<file path="config.mk">
export PLATFORM = sky130hd
export DESIGN_NAME = hazard_ctrl_flat
export DESIGN_NICKNAME = d
export VERILOG_FILES = /design/src/rtl/hazard_ctrl_pkg.sv /design/src/rtl/hazard_ctrl_if.sv /design/src/rtl/hazard_ctrl_sat_counter.sv /design/src/rtl/hazard_ctrl.sv /design/src/flat_wrapper.sv
export SDC_FILE = /design/constraint.sdc
export NUM_CORES = 1
export LEC_CHECK = 0
export CAP_MARGIN = 0
export CORE_MARGIN = 2
export CORE_UTILIZATION = 55
export CTS_CLUSTER_SIZE = 16
export DETAILED_ROUTE_END_ITERATION = 8
export DONT_BUFFER_PORTS = 1
export PLACE_DENSITY = 0.79
export SETUP_SLACK_MARGIN = 0.05
export SYNTH_ARGS = -nofsm -noshare
export SYNTH_HDL_FRONTEND = slang
export SYNTH_SLANG_ARGS = --single-unit
</file>
<file path="constraint.sdc">
create_clock -name clk -period 2.55 [get_ports clk]
set_input_delay 0.51 -clock clk [delete_from_list [all_inputs] [get_ports clk]]
set_output_delay 0.51 -clock clk [all_outputs]
set_load 0.005 [all_outputs]
</file>
<file path="src/rtl/hazard_ctrl_pkg.sv">
// Shared types and constants for the pipeline hazard/flush controller.
package hzd_pkg;

  localparam int REG_ADDR_W_DEF = 4;

  // Memory-wait tracking state.
  typedef enum logic {
    RUN      = 1'b0,
    MEM_WAIT = 1'b1
  } state_e;

  // Which condition owns the control outputs this cycle, lowest to highest.
  typedef enum logic [1:0] {
    PRIO_NONE   = 2'd0,
    PRIO_HAZARD = 2'd1,
    PRIO_BRANCH = 2'd2,
    PRIO_MEM    = 2'd3
  } prio_e;

  // A memory stall beats a taken branch, which beats a data hazard.
  function automatic prio_e prio_sel(input logic mem_ready, input logic exe_b,
                                     input logic hazard);
    prio_e p;
    if (!mem_ready)  p = PRIO_MEM;
    else if (exe_b)  p = PRIO_BRANCH;
    else if (hazard) p = PRIO_HAZARD;
    else             p = PRIO_NONE;
    return p;
  endfunction

endpackage

</file>
<file path="src/rtl/hazard_ctrl_if.sv">
// Pipeline-side signals of the hazard controller, bundled for port connection.
interface hazard_ctrl_if
  import hzd_pkg::*;
#(
  parameter int REG_ADDR_W  = REG_ADDR_W_DEF,
  parameter int STALL_CNT_W = 16,
  parameter int FLUSH_CNT_W = 8
);
  logic                   fwd_en;
  logic [REG_ADDR_W-1:0]  id_src1;
  logic                   id_use_src1;
  logic [REG_ADDR_W-1:0]  id_src2;
  logic                   id_two_src;
  logic [REG_ADDR_W-1:0]  exe_dest;
  logic                   exe_wb_en;
  logic                   exe_mem_r_en;
  logic                   exe_b;
  logic                   mem_ready;
  logic                   freeze_if;
  logic                   flush_if_id;
  logic                   flush_id_ex;
  logic                   freeze_all;
  logic [STALL_CNT_W-1:0] stall_cycles;
  logic [FLUSH_CNT_W-1:0] flush_count;

  // Controller side.
  modport slave (
    input  fwd_en, id_src1, id_use_src1, id_src2, id_two_src,
           exe_dest, exe_wb_en, exe_mem_r_en, exe_b, mem_ready,
    output freeze_if, flush_if_id, flush_id_ex, freeze_all,
           stall_cycles, flush_count
  );

  // Pipeline side.
  modport master (
    output fwd_en, id_src1, id_use_src1, id_src2, id_two_src,
           exe_dest, exe_wb_en, exe_mem_r_en, exe_b, mem_ready,
    input  freeze_if, flush_if_id, flush_id_ex, freeze_all,
           stall_cycles, flush_count
  );
endinterface

</file>
<file path="src/rtl/hazard_ctrl_sat_counter.sv">
// Saturating up-counter with synchronous clear; holds at all-ones.
module sat_counter #(
  parameter int W = 8
) (
  input  logic         clk,
  input  logic         rst,
  input  logic         clear_i,
  input  logic         inc_i,
  output logic [W-1:0] count_o
);
  logic [W-1:0] count_q, count_d;

  // Next count: clear wins, otherwise step unless already saturated.
  always_comb begin
    count_d = count_q;
    if (clear_i)
      count_d = '0;
    else if (inc_i && (count_q != '1))
      count_d = count_q + 1'b1;
  end

  // Count register, cleared by the active-low reset.
  always_ff @(posedge clk or negedge rst) begin
    if (!rst) count_q <= '0;
    else      count_q <= count_d;
  end

  assign count_o = count_q;
endmodule

</file>
<file path="src/rtl/hazard_ctrl.sv">
// Hazard and flush controller: Mealy freeze/flush controls for IF/ID and
// ID/EX, global memory-stall freeze, MEM destination shadow and statistics.
module hazard_ctrl
  import hzd_pkg::*;
#(
  parameter int REG_ADDR_W  = REG_ADDR_W_DEF,
  parameter int STALL_CNT_W = 16,
  parameter int FLUSH_CNT_W = 8
) (
  input  logic         clk,
  input  logic         rst,
  hazard_ctrl_if.slave bus
);
  state_e                state_q, state_d;
  logic [REG_ADDR_W-1:0] mem_dest_q;
  logic                  mem_wb_en_q;
  logic                  match_exe, match_mem, hazard;
  prio_e                 prio;
  logic                  freeze_if_w, flush_if_id_w, flush_id_ex_w, freeze_all_w;

  // Source matching and hazard detection; R0 is an ordinary register here.
  always_comb begin
    match_exe = (bus.id_use_src1 && (bus.id_src1 == bus.exe_dest)) ||
                (bus.id_two_src  && (bus.id_src2 == bus.exe_dest));
    match_mem = (bus.id_use_src1 && (bus.id_src1 == mem_dest_q)) ||
                (bus.id_two_src  && (bus.id_src2 == mem_dest_q));
    if (bus.fwd_en)
      hazard = bus.exe_wb_en && bus.exe_mem_r_en && match_exe;
    else
      hazard = (bus.exe_wb_en && match_exe) || (mem_wb_en_q && match_mem);
    prio = prio_sel(bus.mem_ready, bus.exe_b, hazard);
  end

  // Control outputs: same-cycle decode of the winning condition, muted in reset.
  always_comb begin
    freeze_if_w   = 1'b0;
    flush_if_id_w = 1'b0;
    flush_id_ex_w = 1'b0;
    freeze_all_w  = 1'b0;
    if (rst) begin
      case (prio)
        PRIO_MEM:    freeze_all_w = 1'b1;
        PRIO_BRANCH: begin
          flush_if_id_w = 1'b1;
          flush_id_ex_w = 1'b1;
        end
        PRIO_HAZARD: begin
          freeze_if_w   = 1'b1;
          flush_id_ex_w = 1'b1;
        end
        default: ;
      endcase
    end
  end

  // Memory-wait state transitions; the exit cycle decodes exactly like RUN.
  always_comb begin
    state_d = state_q;
    case (state_q)
      RUN:      if (!bus.mem_ready) state_d = MEM_WAIT;
      MEM_WAIT: if (bus.mem_ready)  state_d = RUN;
      default:  state_d = RUN;
    endcase
  end

  // State register.
  always_ff @(posedge clk or negedge rst) begin
    if (!rst) state_q <= RUN;
    else      state_q <= state_d;
  end

  // MEM-stage destination shadow; follows ID/EX unless the pipeline is frozen.
  always_ff @(posedge clk or negedge rst) begin
    if (!rst) begin
      mem_dest_q  <= '0;
      mem_wb_en_q <= 1'b0;
    end else if (!freeze_all_w) begin
      mem_dest_q  <= bus.exe_dest;
      mem_wb_en_q <= bus.exe_wb_en;
    end
  end

  sat_counter #(.W(STALL_CNT_W)) u_stall_cnt (
    .clk     (clk),
    .rst     (rst),
    .clear_i (1'b0),
    .inc_i   (freeze_all_w | freeze_if_w),
    .count_o (bus.stall_cycles)
  );

  sat_counter #(.W(FLUSH_CNT_W)) u_flush_cnt (
    .clk     (clk),
    .rst     (rst),
    .clear_i (1'b0),
    .inc_i   (flush_if_id_w),
    .count_o (bus.flush_count)
  );

  assign bus.freeze_if   = freeze_if_w;
  assign bus.flush_if_id = flush_if_id_w;
  assign bus.flush_id_ex = flush_id_ex_w;
  assign bus.freeze_all  = freeze_all_w;
endmodule

</file>
<file path="src/flat_wrapper.sv">
// flat-port wrapper written by rule: the top's interface ports become plain ports
module hazard_ctrl_flat import hzd_pkg::*;
#(
  parameter int REG_ADDR_W  = REG_ADDR_W_DEF,
  parameter int STALL_CNT_W = 16,
  parameter int FLUSH_CNT_W = 8
)
  (clk, rst, bus_fwd_en, bus_id_src1, bus_id_use_src1, bus_id_src2, bus_id_two_src, bus_exe_dest, bus_exe_wb_en, bus_exe_mem_r_en, bus_exe_b, bus_mem_ready, bus_freeze_if, bus_flush_if_id, bus_flush_id_ex, bus_freeze_all, bus_stall_cycles, bus_flush_count);
  hazard_ctrl_if #(.REG_ADDR_W(REG_ADDR_W), .STALL_CNT_W(STALL_CNT_W), .FLUSH_CNT_W(FLUSH_CNT_W)) bus_i ();
  input  logic clk;
  input  logic rst;
  input wire logic [$bits(bus_i.fwd_en)-1:0] bus_fwd_en;
  input wire logic [$bits(bus_i.id_src1)-1:0] bus_id_src1;
  input wire logic [$bits(bus_i.id_use_src1)-1:0] bus_id_use_src1;
  input wire logic [$bits(bus_i.id_src2)-1:0] bus_id_src2;
  input wire logic [$bits(bus_i.id_two_src)-1:0] bus_id_two_src;
  input wire logic [$bits(bus_i.exe_dest)-1:0] bus_exe_dest;
  input wire logic [$bits(bus_i.exe_wb_en)-1:0] bus_exe_wb_en;
  input wire logic [$bits(bus_i.exe_mem_r_en)-1:0] bus_exe_mem_r_en;
  input wire logic [$bits(bus_i.exe_b)-1:0] bus_exe_b;
  input wire logic [$bits(bus_i.mem_ready)-1:0] bus_mem_ready;
  output wire logic [$bits(bus_i.freeze_if)-1:0] bus_freeze_if;
  output wire logic [$bits(bus_i.flush_if_id)-1:0] bus_flush_if_id;
  output wire logic [$bits(bus_i.flush_id_ex)-1:0] bus_flush_id_ex;
  output wire logic [$bits(bus_i.freeze_all)-1:0] bus_freeze_all;
  output wire logic [$bits(bus_i.stall_cycles)-1:0] bus_stall_cycles;
  output wire logic [$bits(bus_i.flush_count)-1:0] bus_flush_count;
  assign bus_i.fwd_en = bus_fwd_en;
  assign bus_i.id_src1 = bus_id_src1;
  assign bus_i.id_use_src1 = bus_id_use_src1;
  assign bus_i.id_src2 = bus_id_src2;
  assign bus_i.id_two_src = bus_id_two_src;
  assign bus_i.exe_dest = bus_exe_dest;
  assign bus_i.exe_wb_en = bus_exe_wb_en;
  assign bus_i.exe_mem_r_en = bus_exe_mem_r_en;
  assign bus_i.exe_b = bus_exe_b;
  assign bus_i.mem_ready = bus_mem_ready;
  assign bus_freeze_if = bus_i.freeze_if;
  assign bus_flush_if_id = bus_i.flush_if_id;
  assign bus_flush_id_ex = bus_i.flush_id_ex;
  assign bus_freeze_all = bus_i.freeze_all;
  assign bus_stall_cycles = bus_i.stall_cycles;
  assign bus_flush_count = bus_i.flush_count;
  hazard_ctrl #(.REG_ADDR_W(REG_ADDR_W), .STALL_CNT_W(STALL_CNT_W), .FLUSH_CNT_W(FLUSH_CNT_W)) u_core (.clk(clk), .rst(rst), .bus(bus_i));
endmodule
</file>
==> run_results.csv <==
group,metric,value,unit
synthesis,synthDistinctLibCells,25,
route,wl,3.53,mm
synthesis,synth_cells,141,
timing,max_slew.worst_pin.slew,0.526,ns
setup_path,endpoint_kind,"output port",
setup_path,r2r_path_start,"u_core.mem_dest_q[2]",
placed_design,port-buffer-count,0,
timing,finalSetupViolations,0,
placed_design,gpl.final_weighted_congestion,0.906,
global_route,grt_max_degree,30,
cts,clock_tree.root_cell,"sky130_fd_sc_hd__clkbuf_4",
setup_path,crit_fanout,3,
final_layout,area.growth.synth_to_final,22.2,%
timing,fin_skew,0.00706,ns
timing,final_hold_viol_count,0,
synthesis,synth.top_cells.by_area,"sky130_fd_sc_hd__dfrtp_1, sky130_fd_sc_hd__xnor2_1, sky130_fd_sc_hd__xor2_1",
timing,total_negative_slack,0,ns
cts,clock_latency,0.33,ns
global_route,grt_pass1_vias,1252,
route,vias,1176,
floorplanning,die-width,57.2,microns
global_route,first_pass_grt_wire_length,5.78,mm
floorplanning,die_h,57.2,microns
synthesis,most_repeated_cell_in_the_gate_level_netlist_after_synthesis,"sky130_fd_sc_hd__dfrtp_1",
setup_path,worst-endpoint-required,2.04,ns
pwr,power.leakage,0.000847,uW
route,avgRoutedWirePerCell,17.9,microns
timing,clock.fmax,0.396,GHz
global_route,grt_antenna_before_repair,0,
timing,final_min_period_over_clock_period,99.0,%
route,drt_pre_antenna_iters,5,
synthesis,leading_register_cell_type_out_of_synthesis,"sky130_fd_sc_hd__dfrtp_1",
synthesis,synth_area,1560,sq um
pwr,max_rail_drop_vdd,0.000534,V
cts,ctsHtreeMaxLevel,2,
worst_hold_path,min-delay-path-class,"input pin to register",
synthesis,synth-edff-count,0,
floorplanning,starting_density,57.0,%
pwr,power.density_cell_area,620,nW/um^2
final_layout,fraction_of_layout_cells_with_a_size_suffix_above_1,28.9,%
synthesis,synth_common_cells,"sky130_fd_sc_hd__dfrtp_1, sky130_fd_sc_hd__xnor2_1, sky130_fd_sc_hd__xor2_1",
placed_design,place_inst,173,
synthesis,synth_area_per_cell,11.1,sq um
setup_path,timing_worst_setup_path_type,"register to output port",
floorplanning,io-pin-count,49,
placed_design,detailed_place_hpwl,2.32,mm
timing,max_slew_margin,64.6,%
timing,finalMaxSlewViolations,0,
cts,tritoncts.num_buffers,5,
synthesis,synth.yosys.warnings,0,
final_layout,design.final.nets,190,
timing,clock_period_minus_final_worst_setup_slack,2.52,ns
synthesis,synth_largest_type_area_fraction,46.5,%
route,drc,0,
global_route,grtUsageTotal,23.6,%
flow_run,drv.max_cap_violation_count,0,
route,antenna_left,0,
setup_path,arrival,2.01,ns
setup_path,startpoint_type,"register",
synthesis,synth_seq_area_share,46.5,%
worst_hold_path,timing.hold.worst.start,"bus_exe_dest[1]",
floorplanning,core_rows,19,
synthesis,synth_top_area_cell,"sky130_fd_sc_hd__dfrtp_1",
synthesis,ys_ff_latch,29,
final_layout,finish.cell_count_without_fillers,197,
setup_path,critPathLaunch,"u_core.mem_dest_q[1]",
cts,clk_transition_reported_paths,0.10,ns
synthesis,net_count_synth,166,
cts,numClockSinks,29,
outcome,result_of_the_run,"completed",
cts,cts_tree,"done",
synthesis,synth_async_sr_flop_share,100,%
global_route,global_route.overflow_total,0,
timing,timing.final.ws_setup,0.0263,ns
route,route.detailed.vias_per_inst,5.97,
floorplanning,floorplan.die_area,3280,sq um
route,drt-initial-drc-count,54,
placed_design,pre_cts_ws,0.103,ns
floorplanning,design.core.area,2730,sq um
cts,max-clock-path-buffers,2,
timing,grt_setup_unrepaired,"yes",
final_layout,antenna_cells,0,
## flip-flops by register name, summed over array words and instances, names as in the netlist
signal / count
u_core.u_stall_cnt.count_o: 16
u_core.u_flush_cnt.count_o: 8
u_core.mem_dest_q: 4
u_core.mem_wb_en_q: 1
## through the flow
step / hold WS (ns) / cell area [sq um] / util (%) / power (uW)
final: 0.322 / 1910 / 69.7 / 1180
after global routing: 0.310 / 1910 / 69.7 / 1260
after global placement: 0.215 / 1600 / 58.6 / 841
after floorplan: 0.214 / 1560 / - / 806
after detailed placement: 0.215 / 1600 / 58.6 / 870
after CTS: 0.314 / 1840 / 67.1 / 1180
## worst max-delay path, stage by stage (launching register included)
cell and delay [ns]:
sky130_fd_sc_hd__dfrtp_1 0.44, sky130_fd_sc_hd__xor2_1 0.17, sky130_fd_sc_hd__nor4_2 0.31, sky130_fd_sc_hd__a31oi_2 0.08, sky130_fd_sc_hd__a21oi_2 0.19, sky130_fd_sc_hd__nand2b_4 0.16, sky130_fd_sc_hd__ha_4 0.19, sky130_fd_sc_hd__and2_4 0.13
## report_power, final
group | total [uW] | internal (uW) | leakage [uW] | switching (uW)
clock network | 272 | 104 | 0.0000310 | 168
logic | 237 | 136 | 0.000438 | 101
registers | 672 | 544 | 0.000377 | 128
total | 1180 | 784 | 0.000847 | 397
## metal layers
| layer | wire length, microns | part of all wire [%] | GRT usage, % |
|---|---|---|---|
| met5 | 0 | 0 | 0 |
| met4 | 119 | 3.4 | 13.6 |
| met1 | 1270 | 36 | 25.0 |
| met3 | 227 | 6.4 | 7.94 |
| met2 | 1920 | 54 | 40.6 |
## cell type report
cell class	count	area, sq um
Timing Repair Buffer	18	170
Multi-Input combinational cell	106	897
Tap cell	31	38.8
Clock inverter	3	17.5
Clock buffer	5	37.5
Fill cell	208	828
Inverter	5	18.8
Sequential cell	29	726
## repair_timing
action,4_1_cts,5_1_grt
hold buffers,2,0
endpoints found under the setup margin,3,18
buffers inserted,12,3
pin swaps,8,7
endpoints found under the hold margin,29,0
gates resized for setup,13,7
## cells in the final DEF, fill, tap and decap left out, types with 3 or more instances in the layout
cell                       Yosys  final
sky130_fd_sc_hd__and3_1        8      8
sky130_fd_sc_hd__buf_4         0     13
sky130_fd_sc_hd__clkbuf_4      0      5
sky130_fd_sc_hd__dfrtp_1      29     29
sky130_fd_sc_hd__ha_1          4      3
sky130_fd_sc_hd__inv_1         5      4
sky130_fd_sc_hd__mux2_2        7      6
sky130_fd_sc_hd__nand2_1      11     10
sky130_fd_sc_hd__nand3_1       6      6
sky130_fd_sc_hd__nand4_1      11     11
sky130_fd_sc_hd__xnor2_1      22     21
sky130_fd_sc_hd__xor2_1       16     16
## worst paths after layout
path | to | slack, ns | cells after the start
max in group asynchronous | u_core.u_stall_cnt.count_o[2] | 1.78 | 2
min reg2reg | u_core.mem_wb_en_q | 0.52 | 1
min | u_core.mem_dest_q[1] | 0.32 | 1
max | bus_flush_id_ex | 0.03 | 7
min in group asynchronous | u_core.mem_dest_q[1] | 0.61 | 2
max reg2reg | u_core.u_stall_cnt.count_o[14] | 0.14 | 15
## kinds of logic after synthesis
family / count (synthesis) / share of synthesized area (%)
buffers and inverters: 6 / 1.93
multiplexers: 7 / 5.06
adder cells (fa/ha/maj): 4 / 3.21
AND/OR/NAND/NOR: 48 / 16.5
flip-flops: 29 / 46.5
XOR/XNOR: 38 / 21.3
AO/OA/AOI/OAI: 9 / 5.38
Power figures use the tool's default switching activity.
